==> config.mk <==
export PLATFORM = sky130hd
export DESIGN_NAME = al_accel_pool
export DESIGN_NICKNAME = d
export VERILOG_FILES = /design/src/rtl/al_accel_pool.sv
export SDC_FILE = /design/constraint.sdc
export NUM_CORES = 1
export LEC_CHECK = 0
export CAP_MARGIN = 20
export CORE_MARGIN = 5
export CORE_UTILIZATION = 30
export DETAILED_ROUTE_END_ITERATION = 10
export HOLD_SLACK_MARGIN = 0.12
export PLACE_DENSITY = 0.42
export SYNTH_ARGS = -nofsm -noshare
export SYNTH_HDL_FRONTEND = slang
export SYNTH_SLANG_ARGS = --single-unit
==> constraint.sdc <==
create_clock -name clk -period 2.2 [get_ports clk]
set_input_delay 0.44 -clock clk [delete_from_list [all_inputs] [get_ports clk]]
set_output_delay 0.44 -clock clk [all_outputs]
set_load 0.03 [all_outputs]
==> src/rtl/al_accel_pool.sv <==
// Max-pool buffer: NBUF signed entries. Each enabled cycle one entry, chosen by
// sel_demux, is either overwritten with pool_di (starting a new pooling window)
// or replaced by the signed max of itself and pool_di (accumulating the window).
// The entry chosen by sel_mux is driven combinationally on pool_do.
module al_accel_pool #(
   parameter int DW   = 8,
   parameter int NBUF = 13
) (
   input  logic                 clk,
   input  logic                 resetn,
   input  logic signed [DW-1:0] pool_di,
   input  logic [3:0]           sel_demux,
   input  logic [3:0]           sel_mux,
   input  logic                 mpbuf_ld_wrn,
   input  logic                 cp_enb,
   input  logic                 enb,
   output logic signed [DW-1:0] pool_do
);

   logic signed [DW-1:0] mpbuf [NBUF];
   logic                 cmp_mode;

   // Comparator only matters in load mode; otherwise every write overwrites.
   assign cmp_mode = mpbuf_ld_wrn & cp_enb;

   // Buffer update: at most one entry per edge. Out-of-range selects match no
   // entry and are silently dropped. Keeping the stored value on a tie or when
   // it is larger gives the signed maximum without a separate mux.
   always_ff @(posedge clk or negedge resetn) begin
      if (!resetn) begin
         for (int i = 0; i < NBUF; i++) begin
            mpbuf[i] <= '0;
         end
      end else if (enb) begin
         for (int i = 0; i < NBUF; i++) begin
            if (sel_demux == 4'(i)) begin
               if (!(cmp_mode && (mpbuf[i] >= pool_di))) begin
                  mpbuf[i] <= pool_di;
               end
            end
         end
      end
   end

   // Read mux: unimplemented indices read as zero.
   always_comb begin
      pool_do = '0;
      for (int i = 0; i < NBUF; i++) begin
         if (sel_mux == 4'(i)) begin
            pool_do = mpbuf[i];
         end
      end
   end

endmodule

==> metrics.md, run 1 <==
| Metric | Value |
|---|---|
| Status | finished with violations |
| Failing checks | negative setup slack |
| RR Endpoint | mpbuf[16]$_DFFE_PN0P_ |
| RSZ-0062 raised after global routing | yes |
| Worst Path Arrival | roughly 1900 ps |
| Die Area | about 29000 µm² |
| Core Box Area | 25200 µm² |
| # H-tree levels | 3 |
| Clock root buffer | clkbuf_16 |
| Worst setup EP type | output pin |
| Layout Nets | 1000 |
| Netlist Area Pre-Place | 7670 µm² |
| Routed WL | 25700 µm |
| Initial Utilization | a little under a third |
| Cells after synthesis | a little under 700 |
| Initial antenna violation count | 0 |
| Static leakage | 4.95 nW |
| Skew final | approximately 10 ps |
| Worst-case reg-to-reg path depth | 9 |
| Chip width | between 150 and 200 µm |
| Final Max Tran Viols | 0 |
| CTS tree | built |
| Total power | ~0.0093 W |
| Crit start category | register |
| FP Rows | 58 |
| Gp weighted congestion | around 0.88 |
| DP Worst Slack | -684 ps |
| Total number of vias | ~6200 |
| Num CTS Buffers | 9 |
| Number of synthesis warnings | 0 |
| Post-synthesis area per instance | between 10 and 15 µm² |
| Post-layout min period | roughly 2400 ps |
| Post-route setup TNS | -846 ps |
| Worst-Skew Late Latency | between 300 and 400 ps |
| Max Cap Violations | 0 |
| Peak Freq | between 0.4 and 0.5 GHz |
| Clk buf depth | 2 |
| Max FFs per register | 104 |
| Pwr dens | roughly 860 nW/µm² |
| RR Startpoint | mpbuf[18]$_DFFE_PN0P_ |
| Relative slew slack | 72.4% |
| Synth cell types | 57 |
| Share of layout cells above drive strength 1 | between 40 and 50% |
| Global route overflow | 0 |
| Number of synthesized flops with an enable pin | 0 |
| Final worst slack | -154 ps |
| Critical path class | register to output pin |
| Post-route ant nets | 0 |
| First-pass GRT wire length | slightly below 40000 µm |
| Fin crit share | 107% |
| Die height | between 150 and 200 µm |
| Post-Syn Nets | 808 |
| Drt drc | 0 |
| Slew @ Worst Pin | slightly above 400 ps |
| Clock Sinks | about 100 |
| Registers with the most flip-flops | mpbuf: 104 flops |
| Routed vias/inst | about 5.1 |
| Drt wl/cell | roughly 21 µm |
| Fill cells | approximately 2400 |
| Worst-path fanout max | 3 |
| IO Count | 29 |
| PortBufs | 28 |
| DRT iter0 DRCs | roughly 350 |
| Register area share after synthesis | between 30% and 40% |
| Worst hold path type | input pin to asynchronous set/reset pin |
| Drt first pass iters | 4 |
| Main flop type after synthesis | dfrtp_1 |
| Vias in the first global route | between 6000 and 7000 |
| VDD IR max | ~360 µV |
| HPWL after detailed placement | roughly 19000 µm |
| Endpoints failing hold | 0 |
| Critical Path RT | around 1800 ps |
| Area grow syn2layout | 40.0% |
| Diodes inserted | 0 |
| Ys async rst share | 100% |
| Largest net degree at the start of global routing | 42 |
| Largest Register | mpbuf |
| Clock-pin slew on the worst setup and hold paths | 80 ps |
| Yosys reg bits | approximately 100 |
| GRT Overall Usage | roughly 18% |
| Reg2reg setup slack | ~60 ps |
| Setup violations, final | 8 |
stage by stage:
stage	area [µm²]	instances	util [%]	hold slack, ps
floorplan	7830	683	-	144
global placement	9570	1147	38.0	376
detailed placement	9570	1147	38.0	383
CTS	10400	1196	41.3	529
global route	10700	1210	42.7	554
finish	10700	1210	42.7	512
report_power, final:
part	internal (W)	total (W)	leakage, nW	switching [W]
Clock	0.000935	0.00178	0.153	0.000850
Combinational	0.00226	0.00422	3.54	0.00196
Sequential	0.00259	0.00326	1.26	0.000669
Total	0.00579	0.00926	4.95	0.00348
routing by layer:
| layer | track usage [%] | routed length, µm |
|---|---|---|
| met2 | 28.2 | 11800 |
| met5 | 0 | 0 |
| met1 | 25.7 | 12400 |
| met4 | 6.91 | 630 |
| met3 | 1.63 | 933 |
worst max-delay path: stages (launching register included):
cell and delay [ps]:
dfrtp_1 420, mux4_2 480, o22ai_2 120, nor2_1 50, a221o_1 320, buf_6 160
kinds of logic after synthesis:
| kind of cell | count (synthesis) | synth area share (%) |
|---|---|---|
| and+or+nand+nor | 129 | 9.87 |
| buffers and inverters | 70 | 3.90 |
| muxes | 127 | 19.1 |
| AOI/OAI and AO/OA | 149 | 16.2 |
| DFF | 104 | 33.9 |
| adders and majority gates | 104 | 17.0 |
cell usage in the layout, fill, tap and decap left out, drive strengths merged, types with 2 or more instances in the layout:
master	count
clkdlybuf4s50	7
a221oi	9
a21o	5
a2bb2oi	5
clkinvlp	2
nand2b	8
nand3b	4
mux4	6
a221o	9
inv	45
dfrtp	104
buf	190
nor3b	10
o21ai	35
nor2b	18
a21oi	24
mux2	97
clkinv	2
nor2	19
clkdlybuf4s15	2
mux2i	24
ha	104
o211ai	8
o22ai	9
nand2	28
dlygate4sd2	5
a211oi	24
nor3	16
nand3	19
a41oi	9
clkbuf	11
a22oi	6
area by class of cell:
class / instances / area, µm² / area share [%]
flip-flops and latches: 104 / 2600 / 24.2
repair buffers: 207 / 2000 / 18.7
clock inverters: 6 / 73.8 / 0.687
repair inverters: 1 / 7.51 / 0.0699
well taps: 330 / 413 / 3.84
multi-input cells: 509 / 5210 / 48.5
inverters: 43 / 186 / 1.74
clock buffers: 10 / 239 / 2.23
what timing repair did:
| action | 4_1_cts | 5_1_grt |
|---|---|---|
| pin swaps | 37 | 15 |
| hold buffers | 1 | 0 |
| setup buffers | 28 | 15 |
| endpoints found under the setup margin | 112 | 61 |
| gates resized for setup | 88 | 47 |
| cloned | 4 | 0 |
| endpoints found under the hold margin | 19 | 0 |
synthesized netlist by cell type, drive strengths merged, types with 4 or more instances:
| library cell | count | area share [%] |
|---|---|---|
| nand2b | 8 | 0.75 |
| nand2 | 28 | 1.4 |
| mux2 | 97 | 14 |
| o211ai | 8 | 0.78 |
| buf | 16 | 1.3 |
| nand3 | 19 | 1.3 |
| a41oi | 9 | 2.8 |
| clkbuf | 11 | 0.54 |
| a21o | 5 | 0.49 |
| a21oi | 24 | 1.6 |
| mux2i | 24 | 3.1 |
| nand3b | 4 | 0.44 |
| ha | 104 | 17 |
| nor2 | 19 | 0.93 |
| a211oi | 24 | 2.3 |
| nor2b | 18 | 1.5 |
| nor3 | 16 | 1.6 |
| a2bb2oi | 5 | 1.2 |
| o21ai | 35 | 2.3 |
| nor3b | 10 | 1.1 |
| a221oi | 9 | 1.6 |
| a22oi | 6 | 0.59 |
| mux4 | 6 | 1.8 |
| o22ai | 9 | 0.73 |
| dfrtp | 104 | 34 |
| inv | 43 | 2.1 |
| a221o | 9 | 1.2 |
worst max path at each step:
stage	start	endpoint	slack (ps)	depth (start not counted)
final	mpbuf[34]$_DFFE_PN0P_	pool_do[2]	-150	5
after global routing	mpbuf[26]$_DFFE_PN0P_	pool_do[2]	-190	5
after CTS	mpbuf[12]$_DFFE_PN0P_	pool_do[4]	-170	5
after detailed placement	pool_di[2]	mpbuf[25]$_DFFE_PN0P_	-680	10
after global placement	pool_di[2]	mpbuf[24]$_DFFE_PN0P_	-700	10
after floorplan	pool_di[7]	mpbuf[16]$_DFFE_PN0P_	-10	8
Note: power is estimated with default switching activity, not from simulation.
==> run 2: changes to the inputs <==
--- a/config.mk
+++ b/config.mk
@@ -8,9 +8,11 @@
 export CAP_MARGIN = 20
 export CORE_MARGIN = 5
 export CORE_UTILIZATION = 30
+export CTS_BUF_LIST = sky130_fd_sc_hd__clkbuf_16
 export DETAILED_ROUTE_END_ITERATION = 10
 export HOLD_SLACK_MARGIN = 0.12
 export PLACE_DENSITY = 0.42
+export SLEW_MARGIN = 20
 export SYNTH_ARGS = -nofsm -noshare
 export SYNTH_HDL_FRONTEND = slang
 export SYNTH_SLANG_ARGS = --single-unit
==> run 2 against run 1 <==
Compared with the run above:
- largest cell class unchanged
- critical path depth stayed put
- register-to-register slack better by 20 ps
- the flow still finishes with violations (negative setup slack)
- worst hold slack better by 9.2 ps
- clock skew is 3.1 ps lower
- critical endpoint unchanged
- combinational power hardly changed
- largest power group unchanged
- via count hardly changed
- sequential power hardly changed
- power is 0.46% lower
==> metrics.md, run 2 (synthesized netlist as in run 1, its figures left out) <==
| Metric | Value |
|---|---|
| Initial Utilization | roughly 30% |
| Global route overflow | 0 |
| Critical path class | register to output pin |
| Area grow syn2layout | 40.0% |
| # H-tree levels | 3 |
| GRT Overall Usage | a little under a fifth |
| Final Max Tran Viols | 0 |
| Largest Register | mpbuf |
| Worst Path Arrival | roughly 1900 ps |
| CP max-delay cell | mux4_2 |
| PortBufs | 28 |
| CP cell instances | mux4_2 -> o22ai_2 -> nor2_1 -> a221o_1 -> buf_6 |
| Share of layout cells above drive strength 1 | a little under half |
| Worst-path fanout max | 3 |
| FP Rows | 58 |
| IO Count | 29 |
| Drt wl/cell | 21.5 µm |
| Routed vias/inst | 5.09 |
| Drt drc | 0 |
| Relative slew slack | 72.4% |
| Commonest non-fill, non-tap cell in the layout | buf_4 |
| Logic pwr share | roughly 46% |
| Worst hold path type | input pin to asynchronous set/reset pin |
| Total number of vias | 6169 |
| Placed insts | between 1000 and 1500 |
| VDD IR max | 354 µV |
| Worst-Skew Late Latency | 370 ps |
| Switching share of total power | roughly 38% |
| Diodes inserted | 0 |
| Commonest cells after routing, fill and taps aside | buf_4 (145), dfrtp_1 (104), ha_1 (101), mux2_2 (88), inv_1 (33) |
| Fin cells | between 1000 and 1500 |
| Core Box Area | 25200 µm² |
| DP Area | between 9000 and 10000 µm² |
| Endpoints failing hold | 0 |
| Critical Path RT | between 1500 and 2000 ps |
| Max FFs per register | between 100 and 150 |
| Layout Nets | about 1000 |
| Final worst slack | -150 ps |
| Num CTS Buffers | 9 |
| Post-route ant nets | 0 |
| Peak Freq | between 0.4 and 0.5 GHz |
| Slew @ Worst Pin | 412 ps |
| Sequential Power Share | a little over a third |
| Die height | approximately 170 µm |
| Post-route cell area | approximately 11000 µm² |
| Skew final | 7.24 ps |
| Clock network fraction of design power | around a fifth |
| Fin crit share | 107% |
| HPWL after detailed placement | 19200 µm |
| Status | finished with violations |
| Pwr dens | between 800 and 900 nW/µm² |
| Registers with the most flip-flops | mpbuf: 104 flops |
| RSZ-0062 raised after global routing | yes |
| Setup violations, final | 8 |
| Largest net degree at the start of global routing | 42 |
| Clk buf depth | 2 |
| First-pass GRT wire length | around 40000 µm |
| Clock-pin slew on the worst setup and hold paths | about 80 ps |
| Static leakage | between 4 and 5 nW |
| Slowest stage delay, CP | approximately 470 ps |
| Fill cells | approximately 2400 |
| Initial antenna violation count | 0 |
| Drt first pass iters | 4 |
| Worst setup EP type | output pin |
| Vias in the first global route | 6556 |
| P_sw | approximately 0.0035 W |
| Pint | between 0.005 and 0.006 W |
| CTS tree | built |
| Gp weighted congestion | around 0.88 |
| Failing checks | negative setup slack |
| Chip width | 170 µm |
| DRT iter0 DRCs | 424 |
| Clock Sinks | approximately 100 |
| Die Area | between 20000 and 30000 µm² |
| Max Cap Violations | 0 |
| Clock root buffer | clkbuf_16 |
| Crit start category | register |
| Routed WL | 26000 µm |
| Post-layout min period | between 2000 and 2500 ps |
run 2: cell count changes in the layout (fill, tap and decap cells not counted), sizes merged:
cell	previous run	this run
clkbuf	11	10
clkinv	2	3
buf	190	193
dlygate4sd2	5	4
clkinvlp	2	3
run 2: metal layers:
layer	vias up	share of wire (%)	GRT usage (%)
li1	2976	-	-
met1	3045	48	26.0
met2	113	46	28.5
met3	35	3.5	1.56
met4	0	2.7	7.12
met5	-	0	0
run 2: worst paths after layout:
path                                        from                     to  slack (ps)  cells past startpoint
max                        mpbuf[26]$_DFFE_PN0P_             pool_do[2]        -150                      5
min                                       resetn  mpbuf[56]$_DFFE_PN0P_         520                      2
max reg2reg                mpbuf[23]$_DFFE_PN0P_  mpbuf[16]$_DFFE_PN0P_          80                      8
min reg2reg                mpbuf[96]$_DFFE_PN0P_  mpbuf[96]$_DFFE_PN0P_         540                      1
max in group asynchronous                 resetn  mpbuf[23]$_DFFE_PN0P_        1100                      3
min in group clk           mpbuf[96]$_DFFE_PN0P_  mpbuf[96]$_DFFE_PN0P_         540                      1
run 2: worst max-delay path, delay by kind of cell (launching register included):
family	cells	cell delay, ps
compound gates	2	440
buf+inv	1	160
flops	1	420
mux	1	470
simple gates	1	50
run 2: cell type report:
cell class	count	area, µm²	area share (%)
tap	330	413	3.84
inverter	43	186	1.74
timing repair buffer	209	2030	18.9
sequential	104	2600	24.2
clock inverter	7	77.6	0.722
clock buffer	9	225	2.10
timing repair inverter	2	15.0	0.140
multi-input combinational	509	5190	48.4
run 2: power by group through the flow:
stage          combinational [W]  clock [W]  sequential, W
2_1_floorplan            0.00244          0        0.00300
3_3_place_gp             0.00358          0        0.00327
6_report                 0.00423    0.00174        0.00325
5_1_grt                  0.00466    0.00187        0.00335
4_1_cts                  0.00405    0.00179        0.00325
3_5_place_dp             0.00370          0        0.00329
run 2: timing repair:
item,CTS,global route
gates resized for setup,92,46
pin swaps,39,14
endpoints found under the setup margin,112,62
endpoints found under the hold margin,19,0
cloned,5,0
setup buffers,30,15
hold buffers,1,0
run 2: stage by stage:
stage / hold slack [ps] / setup TNS (ps) / power (W) / util [%] / setup slack, ps
2_1_floorplan: 144 / -37.7 / 0.00544 / - / -12.6
3_3_place_gp: 376 / -66340 / 0.00686 / 38.0 / -703
3_5_place_dp: 383 / -68850 / 0.00699 / 38.0 / -684
4_1_cts: 528 / -910 / 0.00908 / 41.4 / -167
5_1_grt: 563 / -1140 / 0.00988 / 42.7 / -185
6_report: 521 / -832 / 0.00922 / 42.7 / -150
